### src/rtl/pe_soc_pkg.sv
// Shared SoC peripheral package.
// Holds the word-address map of the peripheral block, the register offsets
// of the switch controller, a register-select enum and the address decoder
// used by the switch controller.
package pe_soc_pkg;

  // Peripheral base word addresses (low nibble zero so offsets can be added).
  localparam logic [11:0] PE_UART_BASE   = 12'h040;
  localparam logic [11:0] PE_TIMER_BASE  = 12'h050;
  localparam logic [11:0] PE_SWITCH_BASE = 12'h070;

  // Switch controller register offsets.
  localparam logic [11:0] PE_SW_STATE_OFS   = 12'h000;
  localparam logic [11:0] PE_SW_CHANGED_OFS = 12'h004;
  localparam logic [11:0] PE_SW_IRQ_EN_OFS  = 12'h008;

  typedef enum logic [1:0] {
    SW_REG_NONE,
    SW_REG_STATE,
    SW_REG_CHANGED,
    SW_REG_IRQ_EN
  } pe_sw_reg_e;

  // Map a bus address onto a switch-controller register, or NONE.
  function automatic pe_sw_reg_e pe_sw_decode(input logic [11:0] addr,
                                              input logic [11:0] base);
    if (addr == base + PE_SW_STATE_OFS)   return SW_REG_STATE;
    if (addr == base + PE_SW_CHANGED_OFS) return SW_REG_CHANGED;
    if (addr == base + PE_SW_IRQ_EN_OFS)  return SW_REG_IRQ_EN;
    return SW_REG_NONE;
  endfunction

endpackage

### src/rtl/pe_switch_ctrl_if.sv
// Register bus of the switch controller.
//   addr  : word address (master -> slave)
//   we    : 1-cycle write strobe (master -> slave)
//   wdata : write data (master -> slave)
//   data  : registered read data (slave -> master)
//   irq   : registered level interrupt (slave -> master)
interface pe_switch_ctrl_if;
  logic [11:0] addr;
  logic        we;
  logic [31:0] wdata;
  logic [31:0] data;
  logic        irq;

  modport master (output addr, output we, output wdata,
                  input  data, input  irq);
  modport slave  (input  addr, input  we, input  wdata,
                  output data, output irq);
endinterface

### src/rtl/pe_dbnc_bit.sv
// Single-channel switch debouncer.
// Two-flop synchroniser, then a run-length counter that accepts the
// synchronised level once it has differed from the debounced level for
// DBNC_CYC consecutive edges.
//   clk, rst : clock, async active-high reset
//   sw       : raw asynchronous switch level
//   level    : debounced level
//   upd      : high in the cycle whose rising edge updates level
module pe_dbnc_bit #(
  parameter int DBNC_CYC = 16
) (
  input  logic clk,
  input  logic rst,
  input  logic sw,
  output logic level,
  output logic upd
);

  localparam int                CNT_W    = $clog2(DBNC_CYC + 1);
  localparam logic [CNT_W-1:0]  CNT_LAST = CNT_W'(DBNC_CYC - 1);

  logic             sync_p0;
  logic             sync_p1;
  logic [CNT_W-1:0] cnt;

  // Stage p0/p1: metastability synchroniser
  always_ff @(posedge clk or posedge rst) begin
    if (rst) begin
      sync_p0 <= 1'b0;
      sync_p1 <= 1'b0;
    end else begin
      sync_p0 <= sw;
      sync_p1 <= sync_p0;
    end
  end

  // The edge that would bring the count to DBNC_CYC is the accepting edge,
  // so the update is flagged combinationally one count early.
  assign upd = (sync_p1 != level) && (cnt == CNT_LAST);

  // Debounce stage: counter and accepted level
  always_ff @(posedge clk or posedge rst) begin
    if (rst) begin
      cnt   <= '0;
      level <= 1'b0;
    end else if (sync_p1 == level) begin
      cnt <= '0;
    end else if (upd) begin
      level <= sync_p1;
      cnt   <= '0;
    end else begin
      cnt <= cnt + 1'b1;
    end
  end

endmodule

### src/rtl/pe_switch_ctrl.sv
// Debounced switch bank with sticky change flags and interrupt.
// Registers (word addresses relative to BASE_ADDR):
//   +0 STATE   RO  debounced levels
//   +4 CHANGED W1C sticky per-channel change flags
//   +8 IRQ_EN  RW  interrupt mask
//   clk, rst : clock, async active-high reset
//   switches : raw asynchronous switch levels, high = on
//   bus      : register bus (addr/we/wdata in, data/irq out)
module pe_switch_ctrl
  import pe_soc_pkg::*;
#(
  parameter int          N_SW      = 24,
  parameter int          DBNC_CYC  = 16,
  parameter logic [11:0] BASE_ADDR = 12'h070
) (
  input  logic            clk,
  input  logic            rst,
  input  logic [N_SW-1:0] switches,
  pe_switch_ctrl_if.slave bus
);

  logic [N_SW-1:0] state;
  logic [N_SW-1:0] upd;
  logic [N_SW-1:0] changed;
  logic [N_SW-1:0] irq_en;
  logic [N_SW-1:0] clr_mask;
  logic [31:0]     rd_val;
  logic [31:0]     unused_wdata;
  logic            rd_vld;
  pe_sw_reg_e      sel;

  for (genvar gi = 0; gi < N_SW; gi++) begin : g_dbnc
    pe_dbnc_bit #(
      .DBNC_CYC (DBNC_CYC)
    ) u_dbnc (
      .clk   (clk),
      .rst   (rst),
      .sw    (switches[gi]),
      .level (state[gi]),
      .upd   (upd[gi])
    );
  end

  assign sel = pe_sw_decode(bus.addr, BASE_ADDR);

  // Write-data bits above N_SW have no register behind them.
  assign unused_wdata = bus.wdata;

  always_comb begin
    clr_mask = '0;
    if (bus.we && (sel == SW_REG_CHANGED)) clr_mask = bus.wdata[N_SW-1:0];
  end

  // Register stage: change flags (a same-edge update beats the clear) and mask
  always_ff @(posedge clk or posedge rst) begin
    if (rst) begin
      changed <= '0;
      irq_en  <= '0;
    end else begin
      changed <= (changed & ~clr_mask) | upd;
      if (bus.we && (sel == SW_REG_IRQ_EN)) irq_en <= bus.wdata[N_SW-1:0];
    end
  end

  always_comb begin
    rd_val = '0;
    rd_vld = !bus.we && (sel != SW_REG_NONE);
    case (sel)
      SW_REG_STATE:   rd_val[N_SW-1:0] = state;
      SW_REG_CHANGED: rd_val[N_SW-1:0] = changed;
      SW_REG_IRQ_EN:  rd_val[N_SW-1:0] = irq_en;
      default:        rd_val = '0;
    endcase
  end

  // Output stage: read data holds unless a mapped read occurs
  always_ff @(posedge clk or posedge rst) begin
    if (rst) begin
      bus.data <= '0;
      bus.irq  <= 1'b0;
    end else begin
      if (rd_vld) bus.data <= rd_val;
      bus.irq <= |(changed & irq_en);
    end
  end

endmodule

### src/flat_wrapper.sv
// flat-port wrapper written by rule: the top's interface ports become plain ports
module pe_switch_ctrl_flat import pe_soc_pkg::*;
#(
  parameter int          N_SW      = 24,
  parameter int          DBNC_CYC  = 16,
  parameter logic [11:0] BASE_ADDR = 12'h070
)
  (clk, rst, switches, bus_addr, bus_we, bus_wdata, bus_data, bus_irq);
  pe_switch_ctrl_if bus_i ();
  input  logic clk;
  input  logic rst;
  input  logic [N_SW-1:0] switches;
  input wire logic [$bits(bus_i.addr)-1:0] bus_addr;
  input wire logic [$bits(bus_i.we)-1:0] bus_we;
  input wire logic [$bits(bus_i.wdata)-1:0] bus_wdata;
  output wire logic [$bits(bus_i.data)-1:0] bus_data;
  output wire logic [$bits(bus_i.irq)-1:0] bus_irq;
  assign bus_i.addr = bus_addr;
  assign bus_i.we = bus_we;
  assign bus_i.wdata = bus_wdata;
  assign bus_data = bus_i.data;
  assign bus_irq = bus_i.irq;
  pe_switch_ctrl #(.N_SW(N_SW), .DBNC_CYC(DBNC_CYC), .BASE_ADDR(BASE_ADDR)) u_core (.clk(clk), .rst(rst), .switches(switches), .bus(bus_i));
endmodule
### config.mk
export PLATFORM = sky130hd
export DESIGN_NAME = pe_switch_ctrl_flat
export DESIGN_NICKNAME = d
export VERILOG_FILES = /design/src/rtl/pe_soc_pkg.sv /design/src/rtl/pe_switch_ctrl_if.sv /design/src/rtl/pe_dbnc_bit.sv /design/src/rtl/pe_switch_ctrl.sv /design/src/flat_wrapper.sv
export SDC_FILE = /design/constraint.sdc
export NUM_CORES = 1
export LEC_CHECK = 0
export ABC_CLOCK_PERIOD_IN_PS = 21400
export BUFFER_PORTS_ARGS = -buffer_cell sky130_fd_sc_hd__buf_2
export CORE_ASPECT_RATIO = 1.2
export CORE_MARGIN = 1
export CORE_UTILIZATION = 45
export CTS_BUF_LIST = sky130_fd_sc_hd__clkbuf_4
export CTS_CLUSTER_DIAMETER = 60
export DETAILED_ROUTE_END_ITERATION = 10
export PLACE_DENSITY = 0.68
export SYNTH_ARGS = -nofsm -noshare
export SYNTH_HDL_FRONTEND = slang
export SYNTH_SLANG_ARGS = --single-unit
### constraint.sdc
create_clock -name clk -period 21.4 [get_ports clk]
set_input_delay 1.07 -clock clk [delete_from_list [all_inputs] [get_ports clk]]
set_output_delay 1.07 -clock clk [all_outputs]
set_load 0.1 [all_outputs]
==> run_results.csv, run 1 <==
group,metric,value,unit
sta,hold_viol_final,0,
global_route,grt_pass1_wl,36100,um
setup_path,worst-path-stages,4,
run_status,status,"complete, no violations",
pwr,p_leak,6.23,nW
setup_path,critPathArrivalTime,3.63,ns
global_route,antenna_found_initial,3,
sta,setup_viol,0,
sta,tightest_slew,1.05,ns
cts,htreeDepth,3,
layout,seq_area,0.00663,mm^2
floorplan,dieArea,0.0253,mm^2
cts,cts_buffer_depth,3,
floorplan,fp.dieW,146,um
setup_path,timing.rr.start,"u_core.g_dbnc[17].u_dbnc.level$_DFFE_PP0P_",
drt,vias,6924,
synth,async_flop_share,100,%
cts,clock_sinks,265,
synth,yosysWarnings,0,
layout,final_common_cell,"dfrtp_1",
synth,avgSynthCellArea,13.1,um^2
global_route,grt_max_degree,127,
drt,drcViolationCount,0,
sta,period_minus_slack,3.14,ns
layout,final_nets,1082,
cts,cts_hold_buf,0,
setup_path,worst-path-buf-inv,1,
layout,design_area,0.0126,mm^2
floorplan,ios,104,
setup_path,worst-setup-path-type,"primary input to register",
setup_path,critPathRequiredTime,21.90,ns
setup_path,slowest_delay,1.02,ns
synth,syn_area,0.0111,mm^2
setup_path,cp_slowest_cell,"nand3_2",
floorplan,initial_utilization,46.1,%
pwr,power.density,77.7,mW/mm^2
sta,slew_viol_final,0,
cts,ctsRootBufferMaster,"clkbuf_4",
setup_path,r2r_cells,3,
layout,final_cell_mix,"265 x dfrtp_1, 87 x clkbuf_4, 87 x buf_2, 66 x nor2_1, 52 x mux2_1",
setup_path,critPathLaunchType,"primary input",
cts,postCtsSetupBuffers,0,
sta,timing.fmax,319,MHz
synth,synth.distinct_cells,37,
setup_path,cp-end-kind,"register",
worst_hold_path,holdCritStartpoint,"u_core.g_dbnc[20].u_dbnc.sync_p0$_DFF_PP0_",
placed_design,port_buffers,87,
floorplan,rows,62,
global_route,grt-ovfl-total,0,
setup_path,path_cells,"buf_2, nor4bb_1, nand3_2, mux2_1",
floorplan,dieHeight,174,um
worst_hold_path,hold_path_end,"u_core.g_dbnc[20].u_dbnc.sync_p1$_DFF_PP0_",
layout,drive_above_1_share,22.6,%
cts,ctsResizeCount,0,
placed_design,place_congestion,0.763,
drt,drt_iter0_drc,309,
global_route,grt_pass1_vias,7279,
cts,clk_pin_slew,0.06,ns
drt,via_per_inst,5.18,
sta,clock_skew,0.0285,ns
layout,multi_input_area,0.00429,mm^2
synth,synth_edf_count,0,
setup_path,worstReg2RegEnd,"u_core.g_dbnc[17].u_dbnc.level$_DFFE_PP0P_",
global_route,track_usage,18.1,%
synth,synth_seq_cells,265,
sta,timing.slew.headroom,29.9,%
sta,period_share,14.7,%
synth,ys_seq_area_share,59.6,%
sta,setup_tns,0,ns
pwr,ir_drop,0.0000315,V
cts,clkLatencyLatePin,0.64,ns
layout,n_fill_cell,2120,
sta,rsz0062_at_grt,"no",
drt,wl_per_cell,16.1,um
drt,drt-total-wl,21600,um
layout,synthToLayoutAreaGrowth,13.0,%
worst_hold_path,hold_class,"register to register",
synth,netlist_instances,847,
setup_path,crit_path_max_fanout,24,
placed_design,dpl_cell_area,0.0118,mm^2
floorplan,core_region_area,0.0241,mm^2
drt,drt_first_pass_iters,4,
synth,synth_top_flop_cell,"dfrtp_1",
cts,cts_tree,"yes",
cts,cts_made_buffers,69,
setup_path,cpLargestDelayFamily,"simple AND/OR/NAND/NOR gates",
worst_hold_path,hold_depth,0,
setup_path,r2r_slack,19.82,ns
drt,postRouteAntennaNets,0,
placed_design,hpwl,14200,um
flow_run,max_cap_viol_count,0,
==> worst register-to-register path, cell delays in order (launching register included) <==
cell	delay (ns)
dfrtp_1	0.42
xnor2_1	0.22
nor3_1	0.45
mux2_1	0.38
==> where the power goes <==
| part | switching (mW) | leakage, nW | internal [mW] | total, mW |
|---|---|---|---|---|
| Clock | 0.187 | 0.434 | 0.198 | 0.385 |
| Sequential | 0.0116 | 3.45 | 0.517 | 0.529 |
| Combinational | 0.0407 | 2.35 | 0.0213 | 0.0620 |
==> sequential cells by signal, indices dropped and copies added, names as in the netlist <==
register and flops:
u_core.changed 24, u_core.g_dbnc.u_dbnc.sync_p0 24, u_core.g_dbnc.u_dbnc.cnt 120, u_core.g_dbnc.u_dbnc.level 24, u_core.bus.irq 1, u_core.irq_en 24, u_core.bus.data 24, u_core.g_dbnc.u_dbnc.sync_p1 24
==> logic make-up after synthesis <==
logic type | count (synthesis) | synth area share (%)
AO/OA/AOI/OAI | 78 | 6.84
AND/OR/NAND/NOR | 259 | 11.6
buffers and inverters | 35 | 2.04
multiplexers | 96 | 10.1
other | 1 | 0.0337
adder cells (fa/ha/maj) | 24 | 2.70
flip-flops | 265 | 59.6
XOR/XNOR | 89 | 7.01
==> cell type report <==
| cell class | instances | area share [%] |
|---|---|---|
| inverters | 2 | 0.119 |
| flip-flops and latches | 265 | 52.8 |
| clock buffers | 87 | 5.20 |
| multi-input cells | 554 | 34.2 |
| well taps | 320 | 3.19 |
| diodes | 2 | 0.0398 |
| clock inverters | 12 | 0.577 |
| repair buffers | 95 | 3.94 |
==> cell usage after synthesis (2+ instances only) <==
| cell type | count | area [um^2] |
|---|---|---|
| o41ai_2 | 20 | 325 |
| buf_2 | 3 | 15.0 |
| nand2b_1 | 8 | 50.1 |
| nand3_1 | 48 | 240 |
| mux2_4 | 20 | 300 |
| nand2_1 | 47 | 176 |
| dfrtp_1 | 265 | 6630 |
| ha_1 | 24 | 300 |
| nor2_1 | 66 | 248 |
| nand4_1 | 3 | 18.8 |
| o41ai_1 | 4 | 35.0 |
| inv_1 | 2 | 7.51 |
| clkbuf_1 | 6 | 22.5 |
| nor2b_1 | 7 | 43.8 |
| a22oi_1 | 12 | 90.1 |
| buf_1 | 5 | 18.8 |
| xnor2_1 | 48 | 420 |
| o2bb2ai_1 | 24 | 210 |
| or3_1 | 17 | 106 |
| o21ai_1 | 17 | 85.1 |
| and3_1 | 33 | 206 |
| buf_6 | 6 | 67.6 |
| nor3_1 | 22 | 110 |
| mux2_1 | 52 | 586 |
| or4b_1 | 2 | 20.0 |
| buf_4 | 12 | 90.1 |
| xor2_1 | 41 | 359 |
| mux2i_1 | 24 | 240 |
==> how the worst max path moves through the flow <==
stage / start / end / slack, ns
4_1_cts: bus_addr[11] / u_core.bus.data[20]$_DFFE_PP0P_ / 18.35
3_5_place_dp: bus_addr[11] / u_core.bus.data[22]$_DFFE_PP0P_ / 17.65
2_1_floorplan: rst / u_core.bus.data[0]$_DFFE_PP0P_ / 13.03
6_report: bus_addr[11] / u_core.bus.data[20]$_DFFE_PP0P_ / 18.26
5_1_grt: bus_addr[3] / u_core.irq_en[2]$_DFFE_PP0P_ / 18.25
3_3_place_gp: bus_addr[11] / u_core.bus.data[20]$_DFFE_PP0P_ / 17.65
==> metal layers <==
layer  GRT usage (%)  share of wire [%]  vias up
li1                -                  -     3297
met1            22.8                 45     3432
met2            29.7                 48      148
met3            4.20                4.9       45
met4            8.38                2.2        2
met5               0              0.060        -
==> stage by stage <==
stage	util [%]	setup WS, ns	power, mW	cells	hold WS (ns)
final	52.1	18.26	0.977	1337	0.349
after detailed placement	49.1	17.65	0.601	1236	0.335
after global placement	49.1	17.65	0.600	1236	0.334
after global routing	52.1	18.25	1.03	1337	0.350
after CTS	52.1	18.35	0.994	1335	0.344
after floorplan	-	13.03	0.582	854	0.331
No activity file was read; power rests on OpenSTA's default activity.
==> run 2: changes to the inputs <==
ABC_CLOCK_PERIOD_IN_PS = 3240   (was 21400)
clock period = 3.24 ns   (was 21.4 ns; I/O delays follow)
==> run_results.csv, run 2 (synthesis results as in run 1) <==
group,metric,value,unit
layout,final_common_cell,"dfrtp_1",
global_route,grt_pass1_wl,37700,um
sta,clock_skew,0.0255,ns
pwr,swShare,24.3,%
cts,ctsRootBufferMaster,"clkbuf_4",
sta,hold_viol_final,0,
drt,via_per_inst,5.12,
pwr,p_leak,6.53,nW
drt,wl_per_cell,16.3,um
sta,whs,0.0828,ns
cts,postCtsSetupBuffers,0,
pwr,power.share.combinational,6.9,%
cts,cts_made_buffers,68,
global_route,grt_max_degree,136,
floorplan,ios,104,
setup_path,timing.rr.start,"u_core.g_dbnc[7].u_dbnc.level$_DFFE_PP0P_",
cts,htreeDepth,3,
global_route,antenna_found_initial,1,
drt,drt-total-wl,22800,um
cts,ctsResizeCount,0,
placed_design,port_buffers,87,
setup_path,cpLargestDelayFamily,"buffers and inverters",
layout,final_nets,1134,
floorplan,initial_utilization,46.1,%
setup_path,cp_slowest_cell,"buf_2",
sta,rsz0062_at_grt,"no",
sta,tightest_slew,0.783,ns
placed_design,place_congestion,0.742,
cts,clkLatencyLatePin,0.63,ns
floorplan,dieHeight,174,um
flow_run,max_cap_viol_count,0,
sta,timing.slew.headroom,47.8,%
cts,clk_pin_slew,0.06,ns
run_status,status,"complete, no violations",
layout,drive_above_1_share,23.0,%
cts,clock_sinks,265,
layout,synthToLayoutAreaGrowth,18.8,%
placed_design,hpwl,14900,um
worst_hold_path,hold_depth,4,
sta,period_share,50.6,%
floorplan,fp.dieW,146,um
setup_path,cp-end-kind,"output port",
drt,postRouteAntennaNets,0,
global_route,grt_pass1_vias,7559,
floorplan,dieArea,0.0253,mm^2
pwr,p_int,5.08,mW
layout,regMostFlops,"u_core.g_dbnc.u_dbnc.cnt",
layout,design_area,0.0132,mm^2
sta,worst_slack,1.60,ns
worst_hold_path,holdCritStartpoint,"bus_addr[5]",
sta,period_minus_slack,1.64,ns
layout,fin_util,54.7,%
global_route,grt-ovfl-total,0,
setup_path,path_cells,"buf_2",
setup_path,r2r_cells,3,
pwr,sequentialPowerShare,52.0,%
cts,cts_buffer_depth,3,
setup_path,worst-setup-path-type,"register to output port",
setup_path,crit_path_max_fanout,2,
layout,largest_register_ffs,120,
floorplan,core_region_area,0.0241,mm^2
setup_path,startpoint,"u_core.bus.data[14]$_DFFE_PP0P_",
setup_path,critPathRequiredTime,3.08,ns
floorplan,rows,62,
pwr,clkPwrFrac,41.0,%
drt,drt_first_pass_iters,4,
cts,cts_tree,"yes",
layout,final_cell_mix,"265 x dfrtp_1, 100 x clkbuf_4, 87 x buf_2, 66 x nor2_1, 52 x mux2_1",
drt,vias,7180,
sta,setup_viol,0,
setup_path,worst-path-buf-inv,1,
sta,slew_viol_final,0,
setup_path,worst-path-stages,1,
drt,drt_iter0_drc,278,
placed_design,place_ws,1.07,ns
setup_path,slowest_delay,0.45,ns
setup_path,critPathLaunchType,"register",
pwr,power.density,509,mW/mm^2
sta,timing.fmax,610,MHz
placed_design,dpl_cell_area,0.0119,mm^2
setup_path,critPathArrivalTime,1.48,ns
worst_hold_path,hold_class,"primary input to register",
drt,drcViolationCount,0,
global_route,track_usage,18.8,%
pwr,ir_drop,0.000220,V
pwr,power.switching,1.64,mW
run 2: changes by cell type in the layout (fill, tap and decap cells not counted):
cell	previous run	this run
inv_8	1	0
buf_12	0	2
clkinvlp_4	0	1
dlygate4sd3_1	0	50
clkinv_1	10	6
inv_2	0	4
clkbuf_4	87	100
diode_2	2	1
buf_4	8	9
run 2: per-layer routing:
metal	part of all wire [%]	global-route usage, %	routed length (um)	up-vias
met5	0	0	0	-
met2	50	31.7	11300	158
met4	1.8	7.68	415	0
met3	4.6	4.41	1060	31
met1	44	23.3	10000	3564
li1	-	-	-	3427
run 2: timing repair:
item,in CTS,in global routing
endpoints found under the setup margin,0,0
endpoints found under the hold margin,337,0
hold buffers,50,0
run 2: per-stage QoR:
stage	TNS (ns)	instances	power, mW
floorplan	-111.17	854	3.85
global placement	0	1239	3.97
detailed placement	0	1239	3.98
CTS	0	1401	6.83
global route	0	1402	7.10
finish	0	1402	6.72
run 2: final timing paths:
check	end	slack (ns)
setup / recovery	bus_data[14]	1.60
hold / removal	u_core.changed[5]$_DFF_PP0_	0.08
setup reg to reg	u_core.g_dbnc[7].u_dbnc.level$_DFFE_PP0P_	1.61
hold reg to reg	u_core.g_dbnc[6].u_dbnc.sync_p1$_DFF_PP0_	0.32
max in group asynchronous	u_core.g_dbnc[16].u_dbnc.cnt[3]$_DFF_PP0_	1.69
min in group asynchronous	u_core.g_dbnc[7].u_dbnc.cnt[1]$_DFF_PP0_	0.58
run 2: cell type report:
| class | instances | area (um^2) |
|---|---|---|
| diodes | 1 | 2.50 |
| clock buffers | 100 | 751 |
| clock inverters | 12 | 72.6 |
| fillers | 2086 | 10900 |
| inverters | 2 | 11.3 |
| multi-input cells | 554 | 4290 |
| flip-flops and latches | 265 | 6630 |
| well taps | 320 | 400 |
| repair buffers | 148 | 1040 |
run 2: power by group through the flow:
stage | Combinational (mW) | Sequential, mW | Clock (mW)
6_report | 0.466 | 3.50 | 2.76
5_1_grt | 0.523 | 3.51 | 3.07
4_1_cts | 0.475 | 3.49 | 2.86
3_5_place_dp | 0.424 | 3.55 | 0
3_3_place_gp | 0.416 | 3.55 | 0
2_1_floorplan | 0.293 | 3.55 | 0
==> run 3: changes to the inputs <==
ABC_CLOCK_PERIOD_IN_PS = 1400   (was 3240)
PLACE_DENSITY = 0.71   (was 0.68)
clock period = 1.4 ns   (was 3.24 ns; I/O delays follow)
==> run_results.csv, run 3 (synthesis results as in run 1) <==
group,metric,value,unit
drt,wl_per_cell,17.1,um
layout,final_cell_mix,"263 x dfrtp_1, 168 x buf_4, 93 x clkbuf_4, 66 x nor2_1, 62 x buf_2",
setup_path,cp-end-kind,"register",
layout,design_area,0.0154,mm^2
setup_path,critPathRequiredTime,1.91,ns
setup_path,worst-setup-path-type,"register to register",
setup_path,crit_path_max_fanout,3,
drt,drt-total-wl,26900,um
setup_path,r2r_slack,-0.07,ns
floorplan,rows,62,
cts,cts_hold_buf,56,
drt,postRouteAntennaNets,0,
cts,clock_sinks,265,
layout,seq_area,0.00663,mm^2
setup_path,critPathArrivalTime,1.98,ns
pwr,ir_drop,0.000596,V
layout,drive_above_1_share,41.5,%
floorplan,dieArea,0.0253,mm^2
layout,final_nets,1314,
sta,setup_viol,15,
layout,fin_cells,1569,
global_route,grt-ovfl-total,0,
global_route,grt_max_degree,71,
placed_design,place_congestion,0.810,
placed_design,hpwl,16500,um
cts,cts_tree,"yes",
worst_hold_path,hold_depth,5,
sta,clock_skew,0.0428,ns
setup_path,startpoint,"u_core.g_dbnc[13].u_dbnc.cnt[0]$_DFF_PP0_",
cts,cts_made_buffers,68,
pwr,p_leak,7.48,nW
drt,drt_first_pass_iters,5,
pwr,power.density,1000,mW/mm^2
global_route,grt_pass1_vias,8519,
cts,ctsRootBufferMaster,"clkbuf_4",
worst_hold_path,hold_class,"primary input to register",
setup_path,r2r_cells,4,
global_route,track_usage,20.7,%
drt,drcViolationCount,0,
global_route,antenna_found_initial,1,
layout,regMostFlops,"u_core.g_dbnc.u_dbnc.cnt",
sta,rsz0062_at_grt,"yes",
drt,via_per_inst,5.16,
sta,setup_tns,-0.356,ns
global_route,grt_pass1_wl,41800,um
setup_path,timing.rr.start,"u_core.g_dbnc[13].u_dbnc.cnt[0]$_DFF_PP0_",
worst_hold_path,holdCritStartpoint,"bus_addr[7]",
sta,slew_viol_final,0,
sta,timing.fmax,682,MHz
sta,period_share,105,%
sta,period_minus_slack,1.47,ns
cts,clk_pin_slew,0.07,ns
run_status,status,"finished, violations left",
sta,worst_slack,-0.0667,ns
drt,drt_iter0_drc,362,
flow_run,max_cap_viol_count,0,
layout,multi_input_area,0.00484,mm^2
layout,fin_util,64.0,%
floorplan,dieHeight,174,um
floorplan,ios,104,
cts,htreeDepth,3,
drt,vias,8091,
run_status,violations,"negative hold slack, negative setup slack",
placed_design,dpl_cell_area,0.0131,mm^2
floorplan,fp.dieW,146,um
setup_path,critPathLaunchType,"register",
sta,whs,-0.0162,ns
sta,hold_viol_final,1,
placed_design,dp.cells,1374,
floorplan,core_region_area,0.0241,mm^2
cts,cts_buffer_depth,3,
layout,synthToLayoutAreaGrowth,38.9,%
layout,final_common_cell,"dfrtp_1",
placed_design,port_buffers,87,
layout,n_fill_cell,1746,
layout,largest_register_ffs,120,
floorplan,initial_utilization,46.1,%
cts,clkLatencyLatePin,0.66,ns
-- run 3: worst max-delay path, stage by stage (launching register included) --
cell and delay [ns]:
dfrtp_1 0.40, ha_4 0.16, nand3_2 0.09, or3_4 0.37, mux2_1 0.32
-- run 3: layer usage --
layer / vias to the layer above / track usage (%) / share of wire [%]
met2: 202 / 35.7 / 52
met1: 4058 / 24.9 / 41
met4: 0 / 10.4 / 3.6
met5: - / 0 / 0
li1: 3767 / - / -
met3: 64 / 4.07 / 3.6
-- run 3: through the flow --
stage / setup WS [ns] / power, mW
floorplan: -2.17 / 8.91
global placement: -0.175 / 9.36
detailed placement: -0.229 / 9.40
CTS: -0.0645 / 15.5
global route: -0.114 / 16.2
finish: -0.0667 / 15.4
-- run 3: layout make-up --
type                       count  share of cell area [%]
clock inverter                 5                   0.122
antenna                        2                  0.0324
timing repair buffer         328                    18.4
inverter                       2                  0.0729
tap                          320                    2.59
sequential                   265                    43.0
multi-input combinational    554                    31.3
clock buffer                  93                    4.52
-- run 3: what timing repair did --
item	4_1_cts	5_1_grt
cloned	0	1
setup buffers	5	33
setup endpoints to repair	45	42
gates resized for setup	92	86
hold endpoints to repair	338	11
pin swaps	3	19
-- run 3: final timing paths --
kind,end
max,u_core.g_dbnc[13].u_dbnc.level$_DFFE_PP0P_
max in group asynchronous,u_core.g_dbnc[11].u_dbnc.sync_p1$_DFF_PP0_
max reg2reg,u_core.g_dbnc[13].u_dbnc.level$_DFFE_PP0P_
min reg2reg,u_core.g_dbnc[19].u_dbnc.sync_p1$_DFF_PP0_
min,u_core.changed[10]$_DFF_PP0_
min in group asynchronous,u_core.g_dbnc[22].u_dbnc.sync_p0$_DFF_PP0_
-- run 3: report_power, final --
group	switching (mW)	total [mW]	internal [mW]
clock	2.87	5.86	3.00
sequential	0.207	8.11	7.91
combinational	0.765	1.46	0.695
